--- config.mk ---
export PLATFORM = sky130hd
export DESIGN_NAME = fifo_wr_arbiter
export DESIGN_NICKNAME = d
export VERILOG_FILES = /design/src/rtl/fifo_wr_arbiter.sv
export SDC_FILE = /design/constraint.sdc
export NUM_CORES = 1
export LEC_CHECK = 0
export CORE_UTILIZATION = 33
export DETAILED_ROUTE_END_ITERATION = 6
export PLACE_DENSITY = 0.82
export REMOVE_ABC_BUFFERS = 1
export SLEW_MARGIN = 0
export SYNTH_ARGS = -nofsm -noshare
export SYNTH_HDL_FRONTEND = slang
export SYNTH_SLANG_ARGS = --single-unit
--- constraint.sdc ---
create_clock -name clk -period 2.45 [get_ports clk]
set_input_delay 0.3675 -clock clk [delete_from_list [all_inputs] [get_ports clk]]
set_output_delay 0.3675 -clock clk [all_outputs]
set_load 0.02 [all_outputs]
--- src/rtl/fifo_wr_arbiter.sv ---
// Round-robin arbiter merging req_n beat streams into one FIFO write port; one IDLE arbitration cycle per grant, data then passes combinationally.
// fifo_full_n=0 drops s_ready/fifo_wen and holds the grant; FIFO_WR_ARB_PKT_LOCK_EN keeps the grant until s_last so packets never interleave.
module fifo_wr_arbiter #(
    parameter int req_n            = 4,
    parameter int data_width       = 32,
    parameter int simulation_delay = 1
) (
    input  logic                          clk,
    input  logic                          rst_n,
    input  logic [req_n-1:0]              s_valid,
    input  logic [req_n*data_width-1:0]   s_data,
    input  logic [req_n-1:0]              s_last,
    output logic [req_n-1:0]              s_ready,
    output logic                          fifo_wen,
    output logic [data_width-1:0]         fifo_din,
    input  logic                          fifo_full_n,
    output logic [$clog2(req_n-1):0]      grant_id,
    output logic                          busy,
    output logic [15:0]                   beat_cnt
);

    localparam int ID_W = $clog2(req_n-1) + 1;

    if (req_n < 2 || req_n > 16 || simulation_delay < 0) begin : g_bad_cfg
        $error("fifo_wr_arbiter: unsupported parameter set");
    end

    typedef enum logic {IDLE, GRANT} state_t;

    state_t          state_q, state_d;
    logic [ID_W-1:0] rr_ptr_q, rr_ptr_d;
    logic [ID_W-1:0] grant_id_q, grant_id_d;
    logic [15:0]     beat_cnt_q, beat_cnt_d;

    logic [ID_W-1:0] win_hi, win_lo, winner;
    logic            hit_hi;
    logic            gnt_vld, gnt_last, end_grant;

    // Lowest valid index at or above rr_ptr, else lowest valid overall (wrap-around).
    always_comb begin
        win_hi = '0;
        win_lo = '0;
        hit_hi = 1'b0;
        for (int i = req_n-1; i >= 0; i--) begin
            if (s_valid[i]) begin
                win_lo = ID_W'(i);
                if (ID_W'(i) >= rr_ptr_q) begin
                    win_hi = ID_W'(i);
                    hit_hi = 1'b1;
                end
            end
        end
        winner = hit_hi ? win_hi : win_lo;
    end

    always_comb begin
        gnt_vld  = 1'b0;
        gnt_last = 1'b0;
        fifo_din = '0;
        s_ready  = '0;
        for (int i = 0; i < req_n; i++) begin
            if (grant_id_q == ID_W'(i)) begin
                gnt_vld    = s_valid[i];
                gnt_last   = s_last[i];
                fifo_din   = s_data[i*data_width +: data_width];
                s_ready[i] = busy & fifo_full_n;
            end
        end
    end

    assign busy     = (state_q == GRANT);
    assign fifo_wen = gnt_vld & fifo_full_n & busy;
    assign grant_id = grant_id_q;
    assign beat_cnt = beat_cnt_q;

`ifdef FIFO_WR_ARB_PKT_LOCK_EN
    assign end_grant = fifo_wen & gnt_last;
`else
    // Beat-level round-robin: s_last carries no meaning here.
    assign end_grant = fifo_wen & (gnt_last | 1'b1);
`endif

    always_comb begin
        state_d    = state_q;
        rr_ptr_d   = rr_ptr_q;
        grant_id_d = grant_id_q;
        beat_cnt_d = beat_cnt_q;
        case (state_q)
            IDLE: begin
                if (|s_valid) begin
                    state_d    = GRANT;
                    grant_id_d = winner;
                    beat_cnt_d = '0;
                end
            end
            GRANT: begin
                if (fifo_wen && beat_cnt_q != 16'hFFFF) begin
                    beat_cnt_d = beat_cnt_q + 16'd1;
                end
                if (end_grant) begin
                    state_d  = IDLE;
                    rr_ptr_d = (grant_id_q == ID_W'(req_n-1)) ? '0 : grant_id_q + ID_W'(1);
                end
            end
            default: state_d = IDLE;
        endcase
    end

    always_ff @(posedge clk or negedge rst_n) begin
        if (!rst_n) begin
            state_q    <= IDLE;
            rr_ptr_q   <= '0;
            grant_id_q <= '0;
            beat_cnt_q <= '0;
        end else begin
            state_q    <= state_d;
            rr_ptr_q   <= rr_ptr_d;
            grant_id_q <= grant_id_d;
            beat_cnt_q <= beat_cnt_d;
        end
    end

endmodule

==> results of run 1 <==
-- synthesized netlist by cell type, drive strengths merged --
library cell / number
and3: 8
o21ai: 38
or2: 2
nand2b: 3
nand4: 2
and3b: 1
or3: 2
o311ai: 1
buf: 7
nor4: 4
or4: 6
o41ai: 2
a2111oi: 1
nor2: 5
and4: 2
or3b: 1
o21a: 1
a221oi: 1
a31o: 2
inv: 6
a31oi: 2
nor3: 2
and2: 1
o31ai: 4
nand3b: 32
a21oi: 73
o31a: 1
o32ai: 1
nand2: 85
ha: 5
nor2b: 2
a211oi: 1
clkbuf: 25
mux2i: 5
o2111ai: 1
dfrtp: 21
nand3: 4
nor3b: 1
conb: 1
-- placed cells by master (no fill, tap or decap), drive strengths merged, types with 3 or more instances in the layout --
cell | Yosys | layout
buf | 7 | 49
clkdlybuf4s50 | 0 | 154
nand3b | 32 | 32
nor4 | 4 | 4
o21ai | 38 | 38
nor2 | 5 | 5
and3 | 8 | 8
inv | 6 | 6
nand2b | 3 | 3
nand3 | 4 | 4
nand2 | 85 | 85
mux2i | 5 | 5
ha | 5 | 5
dfrtp | 21 | 21
o31ai | 4 | 4
or4 | 6 | 6
a21oi | 73 | 73
clkbuf | 25 | 15
-- sequential cells by signal (all words and copies together) (netlist names) --
name / count
beat_cnt: 16
busy: 1
grant_id: 2
rr_ptr_q: 2
-- worst paths after layout --
kind	endpoint	cells after the start
worst max-delay path	fifo_wen	8
worst min-delay path	beat_cnt[9]$_DFFE_PN0P_	2
worst max register to register	beat_cnt[4]$_DFFE_PN0P_	9
worst min register to register	beat_cnt[14]$_DFFE_PN0P_	1
max in group asynchronous	beat_cnt[4]$_DFFE_PN0P_	2
min in group clk	beat_cnt[14]$_DFFE_PN0P_	1
-- where the power goes --
group	switching [uW]	internal [uW]	leakage (uW)	total, uW
combinational	1950	1520	0.00150	3470
sequential	78.8	404	0.000282	483
clock	127	114	0.0000255	241
-- repair_timing --
item / CTS / global route
hold endpoints to repair: 0 / 0
resized for setup: 128 / 63
endpoints found under the setup margin: 39 / 38
setup buffers: 2 / 0
hold buffers: 0 / 0
pin swaps: 0 / 6
gates cloned: 0 / 2
-- area by class of cell --
cell class	instances	share of cell area (%)
tap	96	2.642
clock buffer	3	0.9083
inverter	6	0.4955
multi-input combinational	303	38.84
timing repair buffer	218	45.44
clock inverter	1	0.1101
sequential	21	11.56
-- kinds of logic (layout without fill, tap and decap cells) --
family,count (synthesis),in the layout,share of synthesized area [%]
and+or+nand+nor,163,163,36.11
AOI/OAI and AO/OA,129,129,29.92
muxes,5,5,2.137
buffers and inverters,38,228,6.570
adders and majority gates,5,5,2.671
other,1,1,0.1601
DFF,21,21,22.44
-- per-stage QoR --
| step | std cells | area (sq um) | util [%] | worst slack [ns] | power, uW |
|---|---|---|---|---|---|
| 4_1_cts | 646 | 4473 | 65.48 | -0.07195 | 3974 |
| 2_1_floorplan | 330 | 2211 | - | -0.8769 | 2298 |
| 5_1_grt | 648 | 4546 | 66.54 | -0.04264 | 4498 |
| 3_5_place_dp | 640 | 4471 | 65.44 | -0.2763 | 3985 |
| 6_report | 648 | 4546 | 66.54 | 0.01850 | 4192 |
| 3_3_place_gp | 640 | 4471 | 65.44 | -0.1645 | 3903 |
-- layer usage --
layer	routed length [um]	track usage (%)	share of wire (%)	vias to the layer above
met2	5218	47.69	51	143
met5	0	0	0	-
met4	278	7.273	2.7	0
met1	4128	30.46	40	1589
li1	-	-	-	1669
met3	665	2.571	6.5	22
==> flow_summary.ini, run 1 <==
[synthesis]
synth-warning-count = 0
syn_inst = 362
netlist.area_leader.share_pct = 22.44
synth.avg_cell_area_sq_um = 6.470
yosys.area.top_type = dfrtp_1
synth_top_cells_by_area = dfrtp_1, a21oi_1, nand2_1, nand3b_1, o21ai_0
synth-seq-cells = 21
ys_types = 42
syn-cell-area_sq_um = 2342
yosysSeqAreaShare_pct = 22.44

[clocking]
clock_sinks = 21
cts_tree = done
htree_levels = 1
clock-root-buffer = clkbuf_8
clkLatencyLatePin_ns = 0.27
cts_buffer_depth = 2
cts_buffers = 3
clk_pin_slew_ns = 0.09

[setup_path]
path_delay_family = simple AND/OR/NAND/NOR gates
crit_chain = inv_1 -> buf_4 -> ha_4 -> or3b_1 -> o2111ai_2 -> or2_1 -> inv_1 -> clkbuf_2
crit_type = flop to output port
critical_path.max_stage_delay_ns = 0.40
worst-path-buf-inv = 4
setup.worst_path.start_class = flop
crit_slowest_cell = dfrtp_1
cp_common_cell = inv_1
critPathLaunch = grant_id[0]$_DFFE_PN0P_
critPathRequiredTime_ns = 2.08
crit_arrival_ns = 2.06
timing.rr.start = grant_id[0]$_DFFE_PN0P_
regToRegSetupSlack_ns = 0.06
cp_max_fo = 4
cp-end-kind = output port

[hold_path]
min_path_type = input port to async pin

[die]
io_pins = 196
dieArea_sq_um = 7438
die_y_um = 86.25
rows = 30
core_sq_um = 6832
die_w_um = 86.25
start_util_pct = 34.29

[sta]
fmax_ghz = 0.4113
hold_viol = 0
clock_skew_ns = 0.005792
worstMarginPinSlew_ns = 0.7912
setup_viol_count_final = 0
rsz0062_at_grt = true
fin_crit_sh_pct = 99.25
holdWs_ns = 0.4410
drv_slew = 0
max-slew-margin-rel_pct = 47.06
setup_tns_ns = 0
min_period_ns = 2.432

[detailed_routing]
wl_per_cell_um = 15.88
wl_um = 10290
vias = 3423
final_antenna_net_count = 0
drtIter0Drc = 114
dr.pass1.iters = 5
viasPerCell = 5.282
drc = 0

[power]
p_leak_uw = 0.001808
irDropWorstVdd_v = 0.0004661
p_per_area_nw_per_um2 = 922.3

[cells_and_area]
multiInputGateArea_sq_um = 1765
register_area_sq_um = 525.5
fill_cells = 593
area_growth_pct = 94.07
drive_above_1_share_pct = 15.22
nNetsFinal = 697
antennaDiodeCount = 0

[global_routing]
grt_pass1_vias = 3139
antenna_found_initial = 0
grt.total_usage_pct = 25.38
grt_start_max_net_pins = 38
grt_overflow = 0
grt_pass1_wl_um = 15130

[job]
drv_cap = 0

[placed_design]
place_hpwl_um = 7595
numPortBuffers = 190
routabilityCongestion = 0.8740

[status]
status = finished clean
Note: power is estimated with default switching activity, not from simulation.
==> inputs of run 2 (changes only) <==
--- a/config.mk
+++ b/config.mk
@@ -5,6 +5,7 @@
 export SDC_FILE = /design/constraint.sdc
 export NUM_CORES = 1
 export LEC_CHECK = 0
+export CAP_MARGIN = 10
 export CORE_UTILIZATION = 33
 export DETAILED_ROUTE_END_ITERATION = 6
 export PLACE_DENSITY = 0.82
==> results of run 2 <==
No change in the layout: final DEF, timing and power equal those of run 1.
